`config.mk`:
```
export PLATFORM = sky130hd
export DESIGN_NAME = truth_table_sweeper
export DESIGN_NICKNAME = d
export VERILOG_FILES = /design/src/rtl/ttsweep_pkg.sv /design/src/rtl/truth_table_sweeper.sv
export SDC_FILE = /design/constraint.sdc
export NUM_CORES = 1
export LEC_CHECK = 0
export BUFFER_PORTS_ARGS = -buffer_cell sky130_fd_sc_hd__buf_2
export CAP_MARGIN = 10
export CORE_MARGIN = 1.5
export CORE_UTILIZATION = 60
export DETAILED_ROUTE_END_ITERATION = 8
export MAX_ROUTING_LAYER = met4
export PLACE_DENSITY = 0.94
export SLEW_MARGIN = 20
export SYNTH_ARGS = -nofsm -noshare
export SYNTH_HDL_FRONTEND = slang
export SYNTH_SLANG_ARGS = --single-unit
```
`constraint.sdc`:
```
create_clock -name clk -period 4.2 [get_ports clk]
set_input_delay 0.42 -clock clk [delete_from_list [all_inputs] [get_ports clk]]
set_output_delay 0.42 -clock clk [all_outputs]
set_load 0.005 [all_outputs]
```
`src/rtl/ttsweep_pkg.sv`:
```
// Shared types and helpers for the truth-table sweeper.
// Row-to-bit mapping follows the Cello hex encoding (row 0 in the MSB).
package ttsweep_pkg;

  typedef enum logic [1:0] {
    IDLE,
    SETTLE,
    DONE
  } state_t;

  localparam int ROWS = 8;

  function automatic logic [2:0] row_bit(input logic [2:0] r);
    return 3'(ROWS - 1) - r;
  endfunction

endpackage

```
`src/rtl/truth_table_sweeper.sv`:
```
// Walks all 8 rows of a 3-input circuit, samples its output after a
// settle window and grades the observed truth table against a hex code.
module truth_table_sweeper
  import ttsweep_pkg::*;
#(
  parameter int unsigned SETTLE_CYCLES = 2
) (
  input  logic       clk,
  input  logic       rst,
  input  logic       start,
  input  logic [7:0] expected,
  output logic       in1,
  output logic       in2,
  output logic       in3,
  input  logic       dut_out,
  output logic       busy,
  output logic       done,
  output logic       pass,
  output logic [7:0] observed,
  output logic [3:0] mismatches,
  output logic [2:0] first_fail_row
);

  if (SETTLE_CYCLES < 1 || SETTLE_CYCLES > 255) begin : g_bad_settle
    $error("SETTLE_CYCLES must be in 1..255");
  end

  localparam logic [7:0] LAST = 8'(SETTLE_CYCLES - 1);

  state_t     state;
  logic [7:0] expected_q;
  logic [7:0] cnt;
  logic [2:0] row;

  logic       sample;
  logic       miss;
  logic [3:0] mism_next;

  assign sample    = (cnt == LAST);
  assign miss      = (dut_out != expected_q[row_bit(row)]);
  assign mism_next = mismatches + {3'b000, miss};

  // Sweep FSM: row sequencing, sampling and grading, all outputs registered.
  always_ff @(posedge clk or posedge rst) begin
    if (rst) begin
      state          <= IDLE;
      expected_q     <= 8'h00;
      cnt            <= 8'h00;
      row            <= 3'd0;
      in1            <= 1'b0;
      in2            <= 1'b0;
      in3            <= 1'b0;
      busy           <= 1'b0;
      done           <= 1'b0;
      pass           <= 1'b0;
      observed       <= 8'h00;
      mismatches     <= 4'd0;
      first_fail_row <= 3'd0;
    end else begin
      done <= 1'b0;
      unique case (state)
        IDLE: begin
          if (start) begin
            expected_q      <= expected;
            observed        <= 8'h00;
            mismatches      <= 4'd0;
            first_fail_row  <= 3'd0;
            pass            <= 1'b0;
            row             <= 3'd0;
            cnt             <= 8'h00;
            {in1, in2, in3} <= 3'd0;
            busy            <= 1'b1;
            state           <= SETTLE;
          end
        end
        SETTLE: begin
          cnt <= cnt + 8'd1;
          if (sample) begin
            cnt                     <= 8'h00;
            observed[row_bit(row)]  <= dut_out;
            mismatches              <= mism_next;
            if (miss && mismatches == 4'd0)
              first_fail_row <= row;
            if (row == 3'(ROWS - 1)) begin
              state           <= DONE;
              busy            <= 1'b0;
              done            <= 1'b1;
              pass            <= (mism_next == 4'd0);
              {in1, in2, in3} <= 3'd0;
            end else begin
              row             <= row + 3'd1;
              {in1, in2, in3} <= row + 3'd1;
            end
          end
        end
        DONE: begin
          state <= IDLE;
        end
        default: begin
          state <= IDLE;
        end
      endcase
    end
  end

endmodule

```
==> impl_metrics.toml <==
[routing]
avgViaCountPerCell = 5.97
vias = 1654
drtIter0Drc = 111
detail_route.first_pass.iterations = 4
drc_errors = 0
wire_per_inst_um = 15.1
routed_wl_um = 4190
postRouteAntennaNets = 0

[placed_design]
port_buffers = 32
place.gp.congestion = 0.915
post-place-ws_ns = 1.35
hpwl_um = 2970
placed_area_sq_um = 2240

[floorplanning]
dieArea_sq_um = 3770
io_pins = 33
core_sq_um = 3310
die_w_um = 61.4
die_h_um = 61.4
rows = 21
start_util_pct = 61.9

[final_layout]
finish.utilization_pct = 70.1
synthToLayoutAreaGrowth_pct = 13.3
fin_area_sq_um = 2320
antenna_cells = 0
nets = 248
n_fill_cell = 250
drive_gt1_share_pct = 25.1

[pwr]
p_per_area_nw_per_um2 = 713
vdd.ir_drop.worst_v = 0.000326
cellLeakagePower_nw = 1.08

[clock_tree]
post_cts_buffers = 0
hold_buffers = 0
cts_root_buf = "clkbuf_4"
clock_path_buffers = 2
tritoncts = "built"
h-tree-depth = 2
clk_latency_ns = 0.36
clkSinkCount = 42
clk_pin_slew_ns = 0.13
cts_inserted_buffers = 5
postCtsResizedCells = 0

[sta]
post-route-period-util_pct = 68.5
layout_setup_ws_ns = 1.32
setup_violations = 0
fin_tns_setup_ns = 0
finalClockSkew_ns = 0.0114
slew_headroom_pct = 37.8
hold_viol = 0
rsz0062_at_grt = "false"
worstMarginPinSlew_ns = 0.930
finalMaxSlewViolations = 0
period_needed_ns = 2.88
max_freq_mhz = 348

[setup_path]
rrSetupSlack_ns = 1.32
cp_slowest_cell = "dfrtp_1"
timing.critical_path.buf_inv = 1
crit_type = "flop to flop"
required_ns = 4.45
critPathCapture = "pass"
worstPathArrival_ns = 3.12
path_cells = "mux4_2, mux2i_1, xor2_2, inv_1, ha_1, ha_1, nand3_1, o21ai_0, o211ai_1, o31ai_1"
cp-start-kind = "flop"
reg2reg_to = "pass"
r2r_cells = 10
path_common_cell = "ha_1"
max_stage_delay_ns = 0.70
path_max_fanout = 17
crit_family = "multiplexers"
cp-startpoint = "row[0]"
r2r_start = "row[0]"
cp.depth = 10
crit_path_end_kind = "flop"

[logic_synthesis]
seq_area_frac_synth_pct = 51.3
synth_cells = 199
syn_area_per_cell_sq_um = 10.3
yosysUniqueCellTypes = 39
synth_area_sq_um = 2050
synth_nets = 217
synth_area_leaders = "dfrtp_1 (51%), o21ai_0 (8.8%), mux2_2 (4.4%)"
yosysWarningCount = 0
ys_ff_latch = 42
yosysTopAreaCell = "dfrtp_1"
synth.top_cell.area_share_pct = 51.3

[outcome]
outcome = "completed"

[global_routing]
grt_pass1_vias = 1524
grt_max_degree = 43
track_usage_pct = 26.0
antenna_found_initial = 0
overflow = 0
grt_pass1_wl_um = 6820

[job]
drv_cap = 0

[hold_path]
min_path_type = "input port to async pin"
[worst min-delay path, stage by stage]
cell and delay, ns:
buf_2 0.09, inv_1 0.04, buf_4 0.43
[final cells by class]
type / instances / area (sq um) / share of cell area (%)
clock buffer: 5 / 37.5 / 1.62
tap: 46 / 57.6 / 2.48
clock inverter: 3 / 40.0 / 1.73
timing repair buffer: 34 / 175 / 7.55
inverter: 5 / 18.8 / 0.809
multi-input combinational: 142 / 941 / 40.5
sequential: 42 / 1050 / 45.3
[through the flow]
step | hold slack, ns | total power, W | cells
6_report | 0.157 | 0.00165 | 277
5_1_grt | 0.195 | 0.00180 | 277
4_1_cts | 0.171 | 0.00165 | 277
3_5_place_dp | 0.468 | 0.00140 | 269
3_3_place_gp | 0.465 | 0.00135 | 269
2_1_floorplan | 0.467 | 0.00119 | 199
[kinds of logic after synthesis]
kind of cell / Yosys count / share of synthesized area [%]
fa+ha+maj: 6 / 3.67
xor+xnor: 4 / 2.08
compound gates: 59 / 17.3
simple gates: 62 / 15.5
mux: 11 / 7.09
buf+inv: 15 / 2.99
flops: 42 / 51.3
[synthesized netlist by cell type]
cell type / number
a21o_1: 2
a21oi_2: 1
a22o_1: 4
a31oi_1: 6
and2_1: 2
and3_1: 2
buf_1: 1
buf_2: 4
clkbuf_1: 5
dfrtp_1: 42
ha_1: 6
inv_1: 5
mux2_2: 8
mux2i_1: 1
mux4_2: 2
nand2_1: 24
nand2b_1: 3
nand3_1: 7
nand3b_1: 1
nand4_1: 2
nor2_1: 11
nor2b_1: 1
nor3_1: 2
nor3_4: 1
nor3b_1: 1
nor3b_2: 1
nor4_1: 1
nor4b_1: 1
o211ai_1: 1
o21a_1: 2
o21ai_0: 36
o311ai_1: 1
o31ai_1: 4
o41ai_1: 2
or3_1: 1
or4b_4: 1
xnor2_1: 1
xor2_1: 2
xor2_2: 1
[registers in the layout, indices dropped and copies added, names as in the netlist]
name / flops
cnt: 8
expected_q: 8
observed: 8
mismatches: 4
first_fail_row: 3
row: 3
state: 2
busy: 1
done: 1
in1: 1
in2: 1
in3: 1
pass: 1
[report_power, final]
part	internal [W]	switching, W
clock	0.000123	0.000132
combinational	0.000315	0.000370
sequential	0.000556	0.000159
[placed cells by master (no fill, tap or decap), types with 2 or more instances in the layout]
| master | count |
|---|---|
| dfrtp_1 | 42 |
| o31ai_1 | 4 |
| and3_1 | 2 |
| a21o_1 | 2 |
| xor2_1 | 2 |
| o21a_1 | 2 |
| and2_1 | 2 |
| mux2_2 | 8 |
| nand3_1 | 7 |
| o41ai_1 | 2 |
| buf_4 | 2 |
| a22o_1 | 4 |
| o21ai_0 | 35 |
| nor2_1 | 11 |
| nand2_1 | 24 |
| mux4_2 | 2 |
| nor3_1 | 2 |
| inv_1 | 5 |
| nand4_1 | 2 |
| clkbuf_4 | 5 |
| nor3b_2 | 2 |
| ha_1 | 6 |
| nand2b_1 | 3 |
| clkinv_2 | 2 |
| a31oi_1 | 6 |
| buf_2 | 32 |
[routing by layer]
layer	global-route usage (%)	up-vias	routed length [um]	part of all wire, %
met4	12.8	0	105	2.5
met5	-	-	0	0
met2	38.4	66	2010	48
met3	7.56	13	228	5.4
met1	32.7	797	1840	44
li1	-	778	-	-
[worst min-delay path by stage]
stage,to,from,slack [ns],depth (start not counted)
6_report,row[2],rst,0.16,3
5_1_grt,in1,rst,0.19,3
4_1_cts,expected_q[1],rst,0.17,3
3_5_place_dp,in1,in1,0.47,2
3_3_place_gp,in3,in3,0.47,2
2_1_floorplan,in3,in3,0.47,2
Note: power is estimated with default switching activity, not from simulation.
